$ cat src/rtl/sys_ctrl.sv
// Command-frame controller: collects CMD/A/B/FUN bytes from UART RX, fires the ALU,
// and hands the registered ALU result to UART TX. A frame timeout keeps a truncated frame from hanging the link.
//
// state    | meaning
// ---------+-----------------------------------------------
// IDLE     | waiting for a command byte
// GET_A    | waiting for operand A byte
// GET_B    | waiting for operand B byte
// GET_FUN  | waiting for function byte
// ALU_RUN  | ALU_EN pulse cycle
// WAIT_RES | waiting for ALU_OUT_VLD
// SEND     | holding TX_D_VLD until the transmitter is free
module sys_ctrl #(
   parameter int                    DATA_WIDTH     = 8,
   parameter int                    FUN_WIDTH      = 4,
   parameter int                    TIMEOUT_CYCLES = 1024,
   parameter logic [DATA_WIDTH-1:0] CMD_ALU_OP     = DATA_WIDTH'(8'hCC),
   parameter logic [DATA_WIDTH-1:0] CMD_ALU_NOP    = DATA_WIDTH'(8'hDD)
) (
   input  logic                  CLK,
   input  logic                  RST,
   input  logic [DATA_WIDTH-1:0] RX_P_DATA,
   input  logic                  RX_D_VLD,
   output logic [DATA_WIDTH-1:0] ALU_A,
   output logic [DATA_WIDTH-1:0] ALU_B,
   output logic [FUN_WIDTH-1:0]  ALU_FUN,
   output logic                  ALU_EN,
   input  logic [DATA_WIDTH-1:0] ALU_OUT,
   input  logic                  ALU_OUT_VLD,
   output logic [DATA_WIDTH-1:0] TX_P_DATA,
   output logic                  TX_D_VLD,
   input  logic                  TX_BUSY,
   output logic                  FRM_ERR
);

   localparam int             TMR_W    = $clog2(TIMEOUT_CYCLES + 1);
   localparam logic [TMR_W-1:0] TMR_LOAD = TMR_W'(TIMEOUT_CYCLES - 1);

   typedef enum logic [2:0] {
      IDLE, GET_A, GET_B, GET_FUN, ALU_RUN, WAIT_RES, SEND
   } state_t;

   state_t                  state, state_nxt;
   logic [TMR_W-1:0]        tmr, tmr_nxt;
   logic [DATA_WIDTH-1:0]   alu_a_nxt, alu_b_nxt, tx_data_nxt;
   logic [FUN_WIDTH-1:0]    alu_fun_nxt;
   logic                    alu_en_nxt, tx_vld_nxt, frm_err_nxt;
   logic                    timed, tmr_tc;

   assign timed  = (state == GET_A) || (state == GET_B) ||
                   (state == GET_FUN) || (state == WAIT_RES);
   assign tmr_tc = (tmr == '0);

   always_comb begin
      state_nxt   = state;
      alu_a_nxt   = ALU_A;
      alu_b_nxt   = ALU_B;
      alu_fun_nxt = ALU_FUN;
      tx_data_nxt = TX_P_DATA;
      frm_err_nxt = 1'b0;
      tmr_nxt     = tmr;

      // An arriving byte takes priority over a coincident timer expiry.
      case (state)
         IDLE: begin
            if (RX_D_VLD) begin
               if (RX_P_DATA == CMD_ALU_OP)
                  state_nxt = GET_A;
               else if (RX_P_DATA == CMD_ALU_NOP)
                  state_nxt = GET_FUN;
            end
         end
         GET_A: begin
            if (RX_D_VLD) begin
               alu_a_nxt = RX_P_DATA;
               state_nxt = GET_B;
            end else if (tmr_tc) begin
               frm_err_nxt = 1'b1;
               state_nxt   = IDLE;
            end
         end
         GET_B: begin
            if (RX_D_VLD) begin
               alu_b_nxt = RX_P_DATA;
               state_nxt = GET_FUN;
            end else if (tmr_tc) begin
               frm_err_nxt = 1'b1;
               state_nxt   = IDLE;
            end
         end
         GET_FUN: begin
            if (RX_D_VLD) begin
               alu_fun_nxt = RX_P_DATA[FUN_WIDTH-1:0];
               state_nxt   = ALU_RUN;
            end else if (tmr_tc) begin
               frm_err_nxt = 1'b1;
               state_nxt   = IDLE;
            end
         end
         ALU_RUN: state_nxt = WAIT_RES;
         WAIT_RES: begin
            if (ALU_OUT_VLD) begin
               tx_data_nxt = ALU_OUT;
               state_nxt   = SEND;
            end else if (tmr_tc) begin
               frm_err_nxt = 1'b1;
               state_nxt   = IDLE;
            end
         end
         SEND: begin
            if (!TX_BUSY)
               state_nxt = IDLE;
         end
         default: state_nxt = IDLE;
      endcase

      // Every accepted byte changes state, so reloading on state entry also covers the per-byte clear.
      if (state_nxt != state)
         tmr_nxt = TMR_LOAD;
      else if (timed)
         tmr_nxt = tmr - TMR_W'(1);

      alu_en_nxt = (state_nxt == ALU_RUN);
      tx_vld_nxt = (state_nxt == SEND);
   end

   always_ff @(posedge CLK or negedge RST) begin
      if (!RST) begin
         state     <= IDLE;
         tmr       <= '0;
         ALU_A     <= '0;
         ALU_B     <= '0;
         ALU_FUN   <= '0;
         ALU_EN    <= 1'b0;
         TX_P_DATA <= '0;
         TX_D_VLD  <= 1'b0;
         FRM_ERR   <= 1'b0;
      end else begin
         state     <= state_nxt;
         tmr       <= tmr_nxt;
         ALU_A     <= alu_a_nxt;
         ALU_B     <= alu_b_nxt;
         ALU_FUN   <= alu_fun_nxt;
         ALU_EN    <= alu_en_nxt;
         TX_P_DATA <= tx_data_nxt;
         TX_D_VLD  <= tx_vld_nxt;
         FRM_ERR   <= frm_err_nxt;
      end
   end

endmodule

$ cat config.mk
export PLATFORM = sky130hd
export DESIGN_NAME = sys_ctrl
export DESIGN_NICKNAME = d
export VERILOG_FILES = /design/src/rtl/sys_ctrl.sv
export SDC_FILE = /design/constraint.sdc
export NUM_CORES = 1
export LEC_CHECK = 0
export BUFFER_PORTS_ARGS = -buffer_cell sky130_fd_sc_hd__buf_2
export CAP_MARGIN = 10
export CORE_ASPECT_RATIO = 1.25
export CORE_MARGIN = 2
export CORE_UTILIZATION = 40
export CTS_CLUSTER_DIAMETER = 30
export DETAILED_ROUTE_END_ITERATION = 16
export PLACE_DENSITY = 0.73
export SKIP_CTS_REPAIR_TIMING = 1
export SYNTH_ARGS = -nofsm -noshare
export SYNTH_HDL_FRONTEND = slang
export SYNTH_SLANG_ARGS = --single-unit
$ cat constraint.sdc
create_clock -name CLK -period 3.2 [get_ports CLK]
set_input_delay 0.48 -clock CLK [delete_from_list [all_inputs] [get_ports CLK]]
set_output_delay 0.48 -clock CLK [all_outputs]
set_load 0.05 [all_outputs]
==> key figures <==
Synthesis
  – Sequential area share after synthesis: 55.2%
  – Syn Area/Cell: 12.3 um^2
  – Post-Synth XOR/XNOR Area: 4.29%
  – Mapped Cells: 166
  – Synth async-reset ratio: 100%
  – Post-Synth Adder-Cell Area: 0.613%
  – Compound-Gate Fraction of Synth Area: 5.34%
  – Post-synthesis simple-gate area fraction: 15.7%
  – Mux contribution to synthesized area: 15.5%
  – Synth Net Count: 188
  – Post-synth EDFFs: 0
  – Mapped Area: 2040 um^2
  – Largest family of logic cells by synthesized area: simple AND/OR/NAND/NOR gates
  – Yosys warnings: 0
  – Ys flop type: dfrtp_1
  – Post-synth cell types: 44
  – Synth Register Bits: 45

Power
  – Static leakage: 1.08 nW
  – Total power per unit cell area: 1110 nW/um^2
  – Worst VDD drop: 0.781 mV

Global routing
  – Vias in the first global route: 1,401
  – Overflow after GRT: 0
  – Pin count of the biggest net entering global routing: 46
  – Gr usage total: 14.7%
  – First-pass GRT wire length: 6330 um
  – Initial antenna violation count: 0

Place
  – Port bufs: 51
  – Final Wtd Congestion: 0.723
  – Placed cell area: 2330 um^2
  – HPWL Detailed: 2760 um

STA
  – Fmax: 0.460 GHz
  – Slew @ Worst Pin: 0.966 ns
  – RSZ-0062 raised after global routing: false
  – Fin Setup TNS: 0 ns
  – Worst Clk Skew: 0.00949 ns
  – Fin. max-slew vios: 0
  – Slew headroom: 35.6%
  – Final setup viols: 0
  – WHS: 0.330 ns
  – Final min period: 2.17 ns
  – Final hold vios: 0
  – Final worst-path cycle share: 67.9%

Finish
  – Finished Cell Area: 2440 um^2
  – Most frequent cells in the layout: buf_2 (51), dfrtp_1 (45), mux2_2 (28)
  – Layout cells sized above 1: 43.4%
  – Net count, final: 240
  – Utilization after layout: 48.8%
  – Layout area overhead: 19.7%
  – # fillers: 468
  – Leading cell type in the layout, fill and taps excluded: buf_2
  – # diodes: 0

Setup path
  – Crit Path Class: register to register
  – Crit-path max FO: 15
  – CP Data Required Time: 3.32 ns
  – Worst Setup Start Kind: register
  – Critical Path AT: 2.29 ns
  – Crit end category: register
  – Worst reg-to-reg path cell count: 4

Route
  – Post-route ant nets: 0
  – Total number of vias: 1,473
  – Vias per std cell: 5.24
  – DRC Markers: 0
  – Met2 WL post-DR: 1950 um
  – DRT Wirelength: 3960 um
  – DR WL/cell: 14.1 um
  – Metal-1 WL: 1720 um
  – Met3 routed WL: 201 um
  – 1st-pass router iterations: 4
  – Top routing layer in use: met4
  – DR iter-0 viols: 41

Hold path
  – Hold Path Class: input port to async pin

Job
  – Maxcap violations: 0

Clock network
  – Clk_lat worst skew: 0.30 ns
  – CTS root buffer: clkbuf_8
  – CTS tree: yes
  – CTS H-Tree Depth: 2
  – Clk sinks: 45
  – Cts bufs inserted: 5
  – Max Buffers Root-to-Sink: 2
  – CTS clk-pin slew, worst paths: 0.08 ns

Outcome
  – Status: completed

Floorplanning
  – DIE HEIGHT: 83.8 um
  – # rows: 29
  – Die width: 67.9 um
  – Die Area: 5690 um^2
  – Initial Util: 40.7%
  – Num ports: 52
  – CORE AREA: 5010 um^2
==> cells in the mapped netlist, drive strengths merged (2+ instances only) <==
master | n | area [um^2]
nand4b | 2 | 17.5
nor2 | 5 | 18.8
mux2 | 28 | 315
o21ai | 5 | 25.0
dfrtp | 45 | 1130
a21oi | 4 | 20.0
nand2 | 10 | 37.5
nor2b | 3 | 21.3
buf | 3 | 21.3
clkbuf | 3 | 21.3
and2 | 2 | 12.5
nor4 | 3 | 33.8
xor2 | 6 | 52.6
xnor2 | 4 | 35.0
nand3 | 12 | 65.1
nor3 | 3 | 15.0
or3 | 4 | 32.5
inv | 7 | 26.3
==> metal layers <==
layer | vias up | track usage [%]
li1 | 693 | -
met4 | 0 | 6.73
met2 | 48 | 22.5
met5 | - | 0
met3 | 8 | 2.97
met1 | 724 | 19.8
==> critical path: stages, from the launching register on <==
cell     delay, ns
dfrtp_1       0.64
inv_1         0.10
or3_1         0.36
a32oi_1       0.73
nand4_1       0.16
==> per-stage QoR <==
step	power [mW]	setup WS, ns	cells
after floorplan	2.03	1.44	166
after CTS	2.74	1.03	281
final	2.72	1.03	281
after global placement	2.29	1.13	273
after detailed placement	2.31	1.00	273
after global routing	2.86	0.824	281
==> logic make-up (layout without fill, tap and decap cells) <==
kind of cell / Yosys count / after routing
adders and majority gates: 1 / 1
AOI/OAI and AO/OA: 17 / 17
and+or+nand+nor: 52 / 52
xor gates and xnor gates: 10 / 10
buffers and inverters: 13 / 66
muxes: 28 / 28
DFF: 45 / 45
==> registers in the layout (all words and copies together), names as in the netlist <==
register	count
tmr	11
ALU_A	8
ALU_B	8
TX_P_DATA	8
ALU_FUN	4
state	3
ALU_EN	1
FRM_ERR	1
TX_D_VLD	1
==> path summary, 6_finish.rpt <==
path,start,to,slack [ns]
min reg2reg,TX_P_DATA[4]$_DFFE_PN0P_,TX_P_DATA[4]$_DFFE_PN0P_,0.51
max reg2reg,state[2]$_DFF_PN0_,tmr[3]$_DFFE_PN0P_,1.03
max,state[2]$_DFF_PN0_,tmr[3]$_DFFE_PN0P_,1.03
min,RST,ALU_A[6]$_DFFE_PN0P_,0.33
max in group asynchronous,RST,tmr[6]$_DFFE_PN0P_,2.27
min in group CLK,ALU_OUT[7],TX_P_DATA[7]$_DFFE_PN0P_,0.41
==> cell type report <==
class	instances	area, um^2	area share [%]
repair buffers	51	255	10.5
inverters	7	26.3	1.08
clock buffers	6	72.6	2.97
flip-flops and latches	45	1130	46.1
well taps	62	77.6	3.18
clock inverters	2	38.8	1.59
multi-input cells	108	845	34.6
==> report_power, final <==
group / total [mW] / switching, mW / internal [mW]
registers: 0.927 / 0.147 / 0.780
clock network: 0.424 / 0.190 / 0.234
logic: 1.37 / 0.975 / 0.393
Power figures use the tool's default switching activity.
